<file path="src/rtl/uart_tx_fifo_if.sv">
// uart_tx_fifo_if: write-side and transmitter-side handshake bundle.
// slave = the FIFO; master = bus writer plus transmitter.
interface uart_tx_fifo_if;
   logic       wr_en;
   logic [7:0] wr_data;
   logic       wr_ready;
   logic       tx_valid;
   logic [7:0] tx_data;
   logic       tx_ready;

   modport slave (
      input  wr_en,
      input  wr_data,
      output wr_ready,
      output tx_valid,
      output tx_data,
      input  tx_ready
   );

   modport master (
      output wr_en,
      output wr_data,
      input  wr_ready,
      input  tx_valid,
      input  tx_data,
      output tx_ready
   );
endinterface

</file>
<file path="src/rtl/uart_tx_fifo.sv">
// uart_tx_fifo: circular byte FIFO draining into a UART transmitter.
// Ports: clk, reset (sync, high), bus (write + tx handshake), flush,
//   clr_overrun, level/empty/full (queued count), busy, overrun (sticky).
module uart_tx_fifo #(
   parameter  int DEPTH = 16,
   localparam int AW    = $clog2(DEPTH)
) (
   input  logic          clk,
   input  logic          reset,
   uart_tx_fifo_if.slave bus,
   input  logic          flush,
   input  logic          clr_overrun,
   output logic [AW:0]   level,
   output logic          empty,
   output logic          full,
   output logic          busy,
   output logic          overrun
);

   typedef enum logic [1:0] {IDLE, SEND, GAP} state_t;

   state_t        state_q;
   state_t        state_d;
   logic [7:0]    mem [DEPTH];
   logic [AW-1:0] wr_ptr;
   logic [AW-1:0] rd_ptr;
   logic [AW:0]   count;
   logic [7:0]    tx_data_q;
   logic          wr_acc;
   logic          wr_drop;
   logic          load;

   assign level        = count;
   assign empty        = (count == '0);
   assign full         = (count == (AW+1)'(DEPTH));
   assign bus.wr_ready = !full;
   assign bus.tx_valid = (state_q == SEND);
   assign bus.tx_data  = tx_data_q;
   assign busy         = (state_q != IDLE);

   // flush wins over a same-cycle write: neither stored nor counted as drop
   assign wr_acc  = bus.wr_en & !full & !flush;
   assign wr_drop = bus.wr_en & full & !flush;

   always_comb begin
      state_d = state_q;
      load    = 1'b0;
      unique case (state_q)
         IDLE: begin
            if (!empty && !flush) begin
               load    = 1'b1;
               state_d = SEND;
            end
         end
         SEND: begin
            if (bus.tx_ready) state_d = GAP;
         end
         GAP: state_d = IDLE;
         default: state_d = IDLE;
      endcase
   end

   always_ff @(posedge clk) begin
      if (wr_acc) mem[wr_ptr] <= bus.wr_data;
   end

   always_ff @(posedge clk) begin
      if (reset) begin
         state_q   <= IDLE;
         wr_ptr    <= '0;
         rd_ptr    <= '0;
         count     <= '0;
         tx_data_q <= '0;
         overrun   <= 1'b0;
      end else begin
         state_q <= state_d;
         if (load) tx_data_q <= mem[rd_ptr];
         if (flush) begin
            wr_ptr <= '0;
            rd_ptr <= '0;
            count  <= '0;
         end else begin
            if (wr_acc) wr_ptr <= wr_ptr + AW'(1);
            if (load)   rd_ptr <= rd_ptr + AW'(1);
            count <= count + (AW+1)'(wr_acc) - (AW+1)'(load);
         end
         // a dropped write outranks a same-cycle clear
         if (wr_drop)          overrun <= 1'b1;
         else if (clr_overrun) overrun <= 1'b0;
      end
   end

endmodule

</file>
<file path="src/flat_wrapper.sv">
// flat-port wrapper written by rule: the top's interface ports become plain ports
module uart_tx_fifo_flat 
#(
   parameter  int DEPTH = 16,
   localparam int AW    = $clog2(DEPTH)
)
  (clk, reset, flush, clr_overrun, level, empty, full, busy, overrun, bus_wr_en, bus_wr_data, bus_wr_ready, bus_tx_valid, bus_tx_data, bus_tx_ready);
  uart_tx_fifo_if bus_i ();
  input  logic clk;
  input  logic reset;
  input  logic flush;
  input  logic clr_overrun;
  output logic [AW:0] level;
  output logic empty;
  output logic full;
  output logic busy;
  output logic overrun;
  input wire logic [$bits(bus_i.wr_en)-1:0] bus_wr_en;
  input wire logic [$bits(bus_i.wr_data)-1:0] bus_wr_data;
  output wire logic [$bits(bus_i.wr_ready)-1:0] bus_wr_ready;
  output wire logic [$bits(bus_i.tx_valid)-1:0] bus_tx_valid;
  output wire logic [$bits(bus_i.tx_data)-1:0] bus_tx_data;
  input wire logic [$bits(bus_i.tx_ready)-1:0] bus_tx_ready;
  assign bus_i.wr_en = bus_wr_en;
  assign bus_i.wr_data = bus_wr_data;
  assign bus_wr_ready = bus_i.wr_ready;
  assign bus_tx_valid = bus_i.tx_valid;
  assign bus_tx_data = bus_i.tx_data;
  assign bus_i.tx_ready = bus_tx_ready;
  uart_tx_fifo #(.DEPTH(DEPTH)) u_core (.clk(clk), .reset(reset), .bus(bus_i), .flush(flush), .clr_overrun(clr_overrun), .level(level), .empty(empty), .full(full), .busy(busy), .overrun(overrun));
endmodule
</file>
<file path="config.mk">
export PLATFORM = sky130hd
export DESIGN_NAME = uart_tx_fifo_flat
export DESIGN_NICKNAME = d
export VERILOG_FILES = /design/src/rtl/uart_tx_fifo_if.sv /design/src/rtl/uart_tx_fifo.sv /design/src/flat_wrapper.sv
export SDC_FILE = /design/constraint.sdc
export NUM_CORES = 1
export LEC_CHECK = 0
export ABC_AREA = 1
export CORE_ASPECT_RATIO = 0.6
export CORE_MARGIN = 2
export CORE_UTILIZATION = 55
export CTS_CLUSTER_DIAMETER = 200
export DETAILED_ROUTE_END_ITERATION = 12
export DONT_BUFFER_PORTS = 1
export GPL_TIMING_DRIVEN = 1
export PLACE_DENSITY = 0.74
export SYNTH_ARGS = -nofsm -noshare
export SYNTH_HDL_FRONTEND = slang
export SYNTH_SLANG_ARGS = --single-unit
</file>
<file path="constraint.sdc">
create_clock -name clk -period 2.9 [get_ports clk]
set_input_delay 0.435 -clock clk [delete_from_list [all_inputs] [get_ports clk]]
set_output_delay 0.435 -clock clk [all_outputs]
set_load 0.01 [all_outputs]
</file>
==> impl_metrics.csv <==
group,metric,value,unit
outcome,status,"finished, final reports clean",
timing,fin_ws,0.353,ns
floorplan,die_area,13100,sq um
worst_setup_path,rr_worst_depth,14,
cts,hold_buffers,0,
power_and_ir_drop,total_power,6.25,mW
cts,cts_buffers,17,
yosys,syn_nets,696,
cells_and_area,drive_gt1_share,6.45,%
routing,drt_iter0_markers,717,
timing,tns,0,ns
power_and_ir_drop,p_per_area,849,nW/um^2
placed_design,placement.cell_area,6750,sq um
cells_and_area,diodes,0,
floorplan,num_rows,31,
worst_setup_path,startpoint,"u_core.level[2]$_SDFF_PP0_",
placed_design,gp_congestion,0.976,
global_routing,grt_pass1_vias,4343,
worst_hold_path,hp-class,"input pin to flop",
placed_design,pre_cts_ws,0.384,ns
timing,slew_headroom,47.4,%
timing,grt_setup_unrepaired,"no",
cts,post-cts-setup-buffer-count,0,
global_routing,grt_antenna_before_repair,0,
routing,routedWlPerCell,18.3,um
yosys,synthCells,670,
worst_setup_path,worstPathArrival,2.90,ns
global_routing,grt_max_degree,65,
cells_and_area,n_fill_cell,947,
routing,drcViolationCount,0,
timing,setup_viol,0,
worst_setup_path,cp_max_fo,3,
yosys,synth.avg_cell_area,9.96,sq um
cts,cts_resized,0,
cells_and_area,final_nets,695,
yosys,synth_seq_cells,152,
timing,fmax,393,MHz
global_routing,grt_pass1_wl,23.4,mm
cts,cts_sinks,152,
cts,max-clock-path-buffers,2,
worst_setup_path,critPathKind,"flop to flop",
routing,drt_wl_total,15.5,mm
worst_setup_path,worstSetupStartpointType,"flop",
worst_setup_path,reg2reg_from,"u_core.level[2]$_SDFF_PP0_",
worst_hold_path,min_from,"reset",
placed_design,port_buffers,0,
timing,period_minus_slack,2.55,ns
yosys,yosysWarningCount,0,
global_routing,grt.overflow.total,0,
timing,slew_violations,0,
floorplan,fp.dieH,89.3,um
routing,viasPerCell,5.46,
cells_and_area,design_area,7360,sq um
yosys,synth_cell_types,24,
floorplan,io_pins,33,
floorplan,die_w,146,um
timing,fin_skew,0.0102,ns
cts,tritoncts,"built",
cells_and_area,syn_to_final_growth,10.3,%
power_and_ir_drop,peakVddDrop,493,uV
worst_setup_path,critPathCaptureType,"flop",
yosys,syn_area,6670,sq um
flow_run,maxCapViolations,0,
placed_design,hpwl,10.2,mm
floorplan,core,11900,sq um
cts,root_buffer,"clkbuf_16",
worst_hold_path,min_path_cells,1,
cts,htreeDepth,4,
yosys,synth_seq_area_share,64.8,%
timing,finalHoldViolations,0,
worst_setup_path,crit_required,3.25,ns
routing,antenna_left,0,
floorplan,start_util,55.9,%
power_and_ir_drop,leakage,3.09,nW
timing,tightest_slew,0.788,ns
timing,finalCritPeriodShare,87.8,%
cts,cts.clk_slew.worst_paths,0.06,ns
routing,dr_total_vias,4626,
cts,insertion_delay,0.43,ns
routing,first_pass_iters,6,
global_routing,track_usage,24.7,%
## final cells by class
cell class,count,area (sq um),area share (%)
Tap cell,165,206,2.81
Timing Repair Buffer,6,45.0,0.612
Clock buffer,21,504,6.85
Multi-Input combinational cell,389,1780,24.2
Clock inverter,11,105,1.43
Inverter,103,389,5.29
Sequential cell,152,4330,58.8
## kinds of logic after synthesis
group           synth area share [%]
compound gates                  2.25
simple gates                    21.7
buf+inv                         8.47
fa+ha+maj                       2.36
flops                           64.8
xor+xnor                       0.394
## worst max-delay path: stages, from the launching register on
cell	delay [ns]
dfxtp_1	0.36
inv_1	0.11
ha_1	0.17
nand4_1	0.14
nand2_2	0.15
nor2_8	0.04
ha_1	0.26
inv_1	0.04
ha_1	0.21
fa_1	0.41
a21oi_1	0.18
nor2_1	0.07
nor2_1	0.12
o21ai_0	0.09
a21oi_1	0.14
## flip-flops by register name, indices dropped and copies added (netlist names)
register and cells:
u_core.rd_ptr 4, u_core.level 5, u_core.state_q 2, u_core.bus.tx_data 8, u_core.wr_ptr 4, u_core.mem 128
u_core.overrun 1
## report_power, final
part	switching (mW)	leakage [nW]	internal [mW]
logic	0.987	1.44	0.436
clock network	0.906	0.300	1.35
registers	0.122	1.35	2.45
## cell usage after synthesis
cell,instances,area (sq um)
buf_2,15,75.1
nand2_2,1,6.26
nor4_1,1,6.26
a21oi_1,11,55.1
inv_4,1,6.26
clkinv_1,1,3.75
xnor2_1,1,8.76
o21ai_0,7,35.0
fa_1,1,20.0
nand2_1,221,830
inv_1,98,368
buf_6,6,67.6
ha_1,11,138
nor2_1,29,109
o21a_1,8,60.1
dfxtp_1,24,480
nand3_1,92,460
buf_1,1,3.75
edfxtp_1,128,3840
xor2_1,2,17.5
nand4_1,3,18.8
buf_4,4,30.0
inv_2,3,11.3
nor2_8,1,20.0
## per-layer routing
metal  track usage (%)  wire (um)
met5              3.57         57
met2              34.6       6440
met4              8.03        254
met1              36.1       6650
met3              8.37       2080
## final timing paths
path                                    endpoint  slack (ns)
setup / recovery      u_core.level[4]$_SDFF_PP0_        0.35
hold / removal       u_core.overrun$_SDFFE_PP0P_        0.07
setup reg to reg      u_core.level[4]$_SDFF_PP0_        0.35
hold reg to reg   u_core.state_q[1]$_SDFFE_PP0P_        0.47
## cells in the final DEF (no fill, tap or decap), drive strengths merged, types with 6 or more instances in the layout
cell type / count
a21oi: 11
buf: 6
clkbuf: 21
dfxtp: 24
edfxtp: 128
ha: 11
inv: 107
nand2: 222
nand3: 92
nor2: 30
o21a: 8
o21ai: 7
## per-stage QoR
step	hold WS, ns	utilization, %	instances
after floorplan	0.421	-	670
after global placement	0.430	56.5	815
after detailed placement	0.455	56.5	815
after CTS	0.0691	61.6	847
after global routing	0.0718	61.6	847
final	0.0728	61.6	847
Note: power is estimated with default switching activity, not from simulation.
